<file path="config.mk">
export PLATFORM = sky130hd
export DESIGN_NAME = alu32_bit
export DESIGN_NICKNAME = d
export VERILOG_FILES = /design/src/rtl/alu32_bit.sv
export SDC_FILE = /design/constraint.sdc
export NUM_CORES = 2
export LEC_CHECK = 0
export ABC_AREA = 1
export CAP_MARGIN = 40
export CORE_MARGIN = 2
export CORE_UTILIZATION = 36
export DETAILED_ROUTE_END_ITERATION = 8
export SKIP_CTS_REPAIR_TIMING = 1
export SLEW_MARGIN = 20
export SYNTH_ARGS = -nofsm -noshare
export SYNTH_HDL_FRONTEND = slang
export SYNTH_SLANG_ARGS = --single-unit
</file>
<file path="constraint.sdc">
create_clock -name Clk -period 9 [get_ports Clk]
set_input_delay 1.8 -clock Clk [delete_from_list [all_inputs] [get_ports Clk]]
set_output_delay 1.8 -clock Clk [all_outputs]
set_load 0.02 [all_outputs]
</file>
<file path="src/rtl/alu32_bit.sv">
// Registered 32-bit execute-stage ALU: result and zero flag update every rising Clk edge.
// Zero is derived from the next result so both registers always describe the same operation.
module alu32_bit (
  input  logic        Clk,
  input  logic        Reset,
  input  logic [3:0]  ALUControl,
  input  logic [31:0] A,
  input  logic [31:0] B,
  output logic [31:0] ALUResult,
  output logic        Zero
);

  localparam logic [3:0] OP_ADD  = 4'b0000;
  localparam logic [3:0] OP_SUB  = 4'b0001;
  localparam logic [3:0] OP_MUL  = 4'b0010;
  localparam logic [3:0] OP_AND  = 4'b0011;
  localparam logic [3:0] OP_SLL  = 4'b0100;
  localparam logic [3:0] OP_SRL  = 4'b0101;
  localparam logic [3:0] OP_SRA  = 4'b0110;
  localparam logic [3:0] OP_ROTR = 4'b0111;
  localparam logic [3:0] OP_OR   = 4'b1000;
  localparam logic [3:0] OP_NOR  = 4'b1001;
  localparam logic [3:0] OP_XOR  = 4'b1010;
  localparam logic [3:0] OP_SLT  = 4'b1011;
  localparam logic [3:0] OP_SLTU = 4'b1100;
  localparam logic [3:0] OP_SEQ  = 4'b1101;
  localparam logic [3:0] OP_SGT  = 4'b1110;
  localparam logic [3:0] OP_LUI  = 4'b1111;

  logic [31:0] result_d, result_q;
  logic        zero_d, zero_q;
  logic [4:0]  shamt;
  logic [63:0] rot_wide;

  assign shamt    = B[4:0];
  // Shifting a doubled copy right makes amount 0 fall out naturally as A.
  assign rot_wide = {A, A} >> shamt;

  always_comb begin
    result_d = 32'd0;
    unique case (ALUControl)
      OP_ADD:  result_d = A + B;
      OP_SUB:  result_d = A - B;
      OP_MUL:  result_d = A * B;
      OP_AND:  result_d = A & B;
      OP_SLL:  result_d = A << shamt;
      OP_SRL:  result_d = A >> shamt;
      OP_SRA:  result_d = $signed(A) >>> shamt;
      OP_ROTR: result_d = rot_wide[31:0];
      OP_OR:   result_d = A | B;
      OP_NOR:  result_d = ~(A | B);
      OP_XOR:  result_d = A ^ B;
      OP_SLT:  result_d = {31'd0, ($signed(A) < $signed(B))};
      OP_SLTU: result_d = {31'd0, (A < B)};
      OP_SEQ:  result_d = {31'd0, (A == B)};
      OP_SGT:  result_d = {31'd0, ($signed(A) > $signed(B))};
      OP_LUI:  result_d = {B[15:0], 16'd0};
      default: result_d = 32'd0;
    endcase
    zero_d = (result_d == 32'd0);
  end

  always_ff @(posedge Clk) begin
    if (!Reset) begin
      result_q <= 32'd0;
      zero_q   <= 1'b1;
    end else begin
      result_q <= result_d;
      zero_q   <= zero_d;
    end
  end

  assign ALUResult = result_q;
  assign Zero      = zero_q;

endmodule

</file>
# After elaboration in Yosys (flattened, before gate mapping)
# Cells that the tools add are included.
# Widths: inputs -> output; s select.
[totals]
word_cells = 35
ff_bits = 33
input_bits = 70
output_inout_bits = 33
[op_classes]
bitwise = 4
shift = 4
n_addsub = 2
n_eq_ne = 16
reduce_logical = 2
mux = 1
order_cmp = 3
n_mul = 1
[op_table]
columns = ["cell", "count"]
rows = [
  ["$pmux 32 s16", 1],
  ["$lt 32x32->1", 2],
  ["$shr 64x5->32", 1],
  ["$add 32x32->32", 1],
  ["$and 32x32->32", 1],
  ["$eq 32x32->1", 1],
  ["$eq 4x4->1 const B", 8],
  ["$gt 32x32->1", 1],
  ["$logic_not 32->1", 1],
  ["$mul 32x32->32", 1],
  ["$not 32->32", 1],
  ["$or 32x32->32", 1],
  ["$shl 32x5->32", 1],
  ["$shr 32x5->32", 1],
  ["$sshr 32x5->32", 1],
  ["$sub 32x32->32", 1],
  ["$xor 32x32->32", 1],
  ["$eq 4x3->1 const B", 4],
  ["$eq 4x2->1 const B", 2],
  ["$eq 4x1->1 const B", 1],
  ["$logic_not 4->1", 1],
]

# Depth between registers and ports, before layout
[logic_depth]
word_depth = 4
mapped_depth = 40
depth_no_buf = 36

# Least setup slack after synthesis
# No wires, ideal clock.
[synth_timing]
path_kind = "input port to flip-flop"
from = "in B[3]"
to = "reg zero_q (netlist: Zero)"
setup_slack_ps = 24
arrival_ps = 8915
setup_ps = 61
stages = 30
cell_sequence = "buf_2 -> clkbuf_1 -> clkbuf_1 -> clkbuf_1 -> clkbuf_1 -> nand2_1 -> inv_1 -> fa_1 -> fa_1 -> fa_1 -> inv_1 -> fa_1 -> inv_1 -> fa_1 -> fa_1 -> fa_1 -> fa_1 -> ha_1 -> a21oi_1 -> o21ai_0 -> a211oi_1 -> o211ai_1 -> or2_2 -> nand3_1 -> nand4_1 -> a21oi_1 -> nand2_1 -> nor2_1 -> nand3_1 -> nand2_1"
[synth_via]
elab_chain_len = 4
[synth_rtl]
columns = ["item", "line", "source"]
rows = [
  ["from (decl)", "8", "input logic [31:0] B,"],
  ["parallel branches: the longest is 2 deep, another holds $mul 32x32->32", "--", ""],
  ["$pmux 32 s16 (*)", "41", "unique case (ALUControl)"],
  ["$logic_not 32->1 (*)", "60", "zero_d = (result_d == 32'd0);"],
  ["to (signal assigned)", "69", "zero_q <= zero_d;"],
  ["to (decl)", "31", "logic zero_d, zero_q;"],
]
# Every way passes the cells marked *.
# A chain may end at the register's enable or synchronous reset.

# Worst setup path after layout
[layout_timing]
from = "in A[14]"
to = "reg zero_q (netlist: Zero)"
[layout_via]
elab_chain_len = 4
[layout_rtl]
columns = ["item", "line", "source"]
rows = [
  ["from (decl)", "7", "input logic [31:0] A,"],
  ["parallel branches: the longest is 2 deep, another holds $mul 32x32->32", "--", ""],
  ["$pmux 32 s16 (*)", "41", ""],
  ["$logic_not 32->1 (*)", "60", ""],
]
# Marked as above.

==> results.md <==
- Setup Viol. Count Final: 0
- Avg WL per Cell: 23.8 um
- Drt pass-1 iters: 8
- Main synth FF type: dfxtp_1
- Most common cell on crit path: fa_1
- HP Class: in -> reg
- Total Wirelength: 134 mm
- Die H: 281 um
- Critical path required time: 9.21 ns
- Crit path max fanout: 10
- Layout Nets: 5,302
- Aggregate global-route resource usage: 34.1%
- Clock slew at reported path FFs: 0.06 ns
- Fillers: 8,174
- Crit path launch: A[14]
- Clk buf depth: 2
- Post-Syn Area: 27,600 um^2
- Root Buffer: clkbuf_16
- Ys Warns: 0
- Critical path class: in -> reg
- Maxcap violations: 0
- Yosys top cell by area: fa_1
- Clock sinks: 33
- Initial antenna violation count: 5
- CTS buffer count: 5
- Antenna Nets Post-Route: 0
- First-pass GRT wire length: 196 mm
- Vias in the first global route: 28,700
- Placed insts: 5,622
- PortBufs: 102
- FMAX: 0.114 GHz
- Min Clock Period, post-route: 8.81 ns
- Share of cells above drive strength 1: 8.71%
- Core area: 75,900 um^2
- Yosys reg bits: 33
- Cell at the slowest stage of the critical path: fa_1
- Setup crit end kind: register
- Largest net degree at the start of global routing: 71
- Data arrival, critical path: 9.02 ns
- Row cnt: 101
- Crit start category: primary input
- Outcome: completed
- Total grt overflow: 0
- Slew Limit Fails: 0
- Synth top area share: 29.7%
- Distinct cells, synth: 54
- Starting Density: 36.4%
- Async S/R FF share, synth: 0%
- Synth top area cells: fa_1 (30%), nand2_1 (18%), inv_1 (13%), ha_1 (10%), nand3_1 (7.6%)
- Slew @ Worst Pin: 1.06 ns
- Area Overhead vs Synth: 16.2%
- Cell count after synthesis: 4,394
- I/O pins: 103
- Syn_area_per_cell: 6.29 um^2
- Final hold vios: 0
- Via density: 5.29
- Hold path depth: 2
- Post-synth EDFFs: 0
- Gpl congestion: 1.06
- Most frequent cell after synthesis: nand2_1
- Via Count: 29,800
- Hold path start: Reset
- Die area: 79,000 um^2
- Most frequent cells after synthesis: nand2_1 (1,290), inv_1 (968), nand3_1 (419)
- Die Span X: 281 um
- TritonCTS clock tree: done
- Max-slew headroom: 29.4%
- Synthesized Nets: 5,094
- Part of the Yosys area used for sequential elements: 2.39%
- H-tree depth: 2
- Fin crit share: 97.9%
- Iteration-0 DRC Markers: 3,472
- Fin cells: 5,634
- CP peak stage delay: 0.60 ns
- # DRC: 0
- Post-DP HPWL: 116 mm
## through the flow
step	TNS (ns)	worst slack, ns	hold slack, ns	cell area, um^2	utilization [%]
2_1_floorplan	0	0.0236	1.92	27600	-
3_3_place_gp	-0.406	-0.234	2.60	31700	41.7
3_5_place_dp	-0.421	-0.206	2.60	31700	41.8
4_1_cts	0	0.0589	2.46	31900	42.0
5_1_grt	-0.0293	-0.0293	2.50	32100	42.3
6_report	0	0.192	2.49	32100	42.3
## registers in the layout (all words and copies together) (netlist names)
signal     cells
ALUResult     32
Zero           1
## path summary, 6_finish.rpt
check               to  slack, ns
hold / removal    Zero       2.49
setup / recovery  Zero       0.19
## worst max-delay path: cells and delay by family
family,cells,cell delay (ns)
AO/OA/AOI/OAI,3,0.38
adder cells (fa/ha/maj),9,4.38
buffers and inverters,8,1.31
AND/OR/NAND/NOR,9,1.11
## area by class of cell
cell class / count / area (um^2) / area share (%)
Antenna cell: 1 / 2.50 / 0.00779
Sequential cell: 33 / 661 / 2.06
Multi-Input combinational cell: 3171 / 22500 / 70.1
Clock inverter: 2 / 37.5 / 0.117
Clock buffer: 6 / 139 / 0.432
Inverter: 982 / 3690 / 11.5
Tap cell: 1030 / 1290 / 4.01
Timing Repair Buffer: 409 / 3790 / 11.8
## cells by family after synthesis
family / Yosys count / share of synthesized area (%)
AOI/OAI and AO/OA: 414 / 8.49
buffers and inverters: 1190 / 16.8
DFF: 33 / 2.39
and+or+nand+nor: 2088 / 31.5
xor gates and xnor gates: 39 / 1.24
adders and majority gates: 630 / 39.7
## cells in the final DEF (no fill, tap or decap), types with 13 or more instances in the layout
master / n
nand2_1: 1284
inv_1: 968
nand3_1: 414
fa_1: 410
buf_4: 267
nor2_1: 242
ha_1: 214
a21oi_1: 143
o21ai_0: 136
clkdlybuf4s50_1: 87
nand4_1: 43
buf_12: 37
dfxtp_1: 33
o211ai_1: 27
o21ai_1: 23
nor3_1: 23
xor2_1: 23
xnor2_1: 16
nand2_2: 13
## metal layers
metal  up-vias  part of all wire [%]  track usage, %  wire length, um
li1      13700                     -               -                -
met5         -                 0.051               0               68
met1     14600                    45            50.5            60800
met2      1350                    42            51.4            56800
met4        10                   3.4            9.28             4540
met3       147                   8.9            4.89            11900
Power is left out: the tool's default activity adds up to more than one toggle a clock period on the data nets, which glitch-free logic cannot reach.
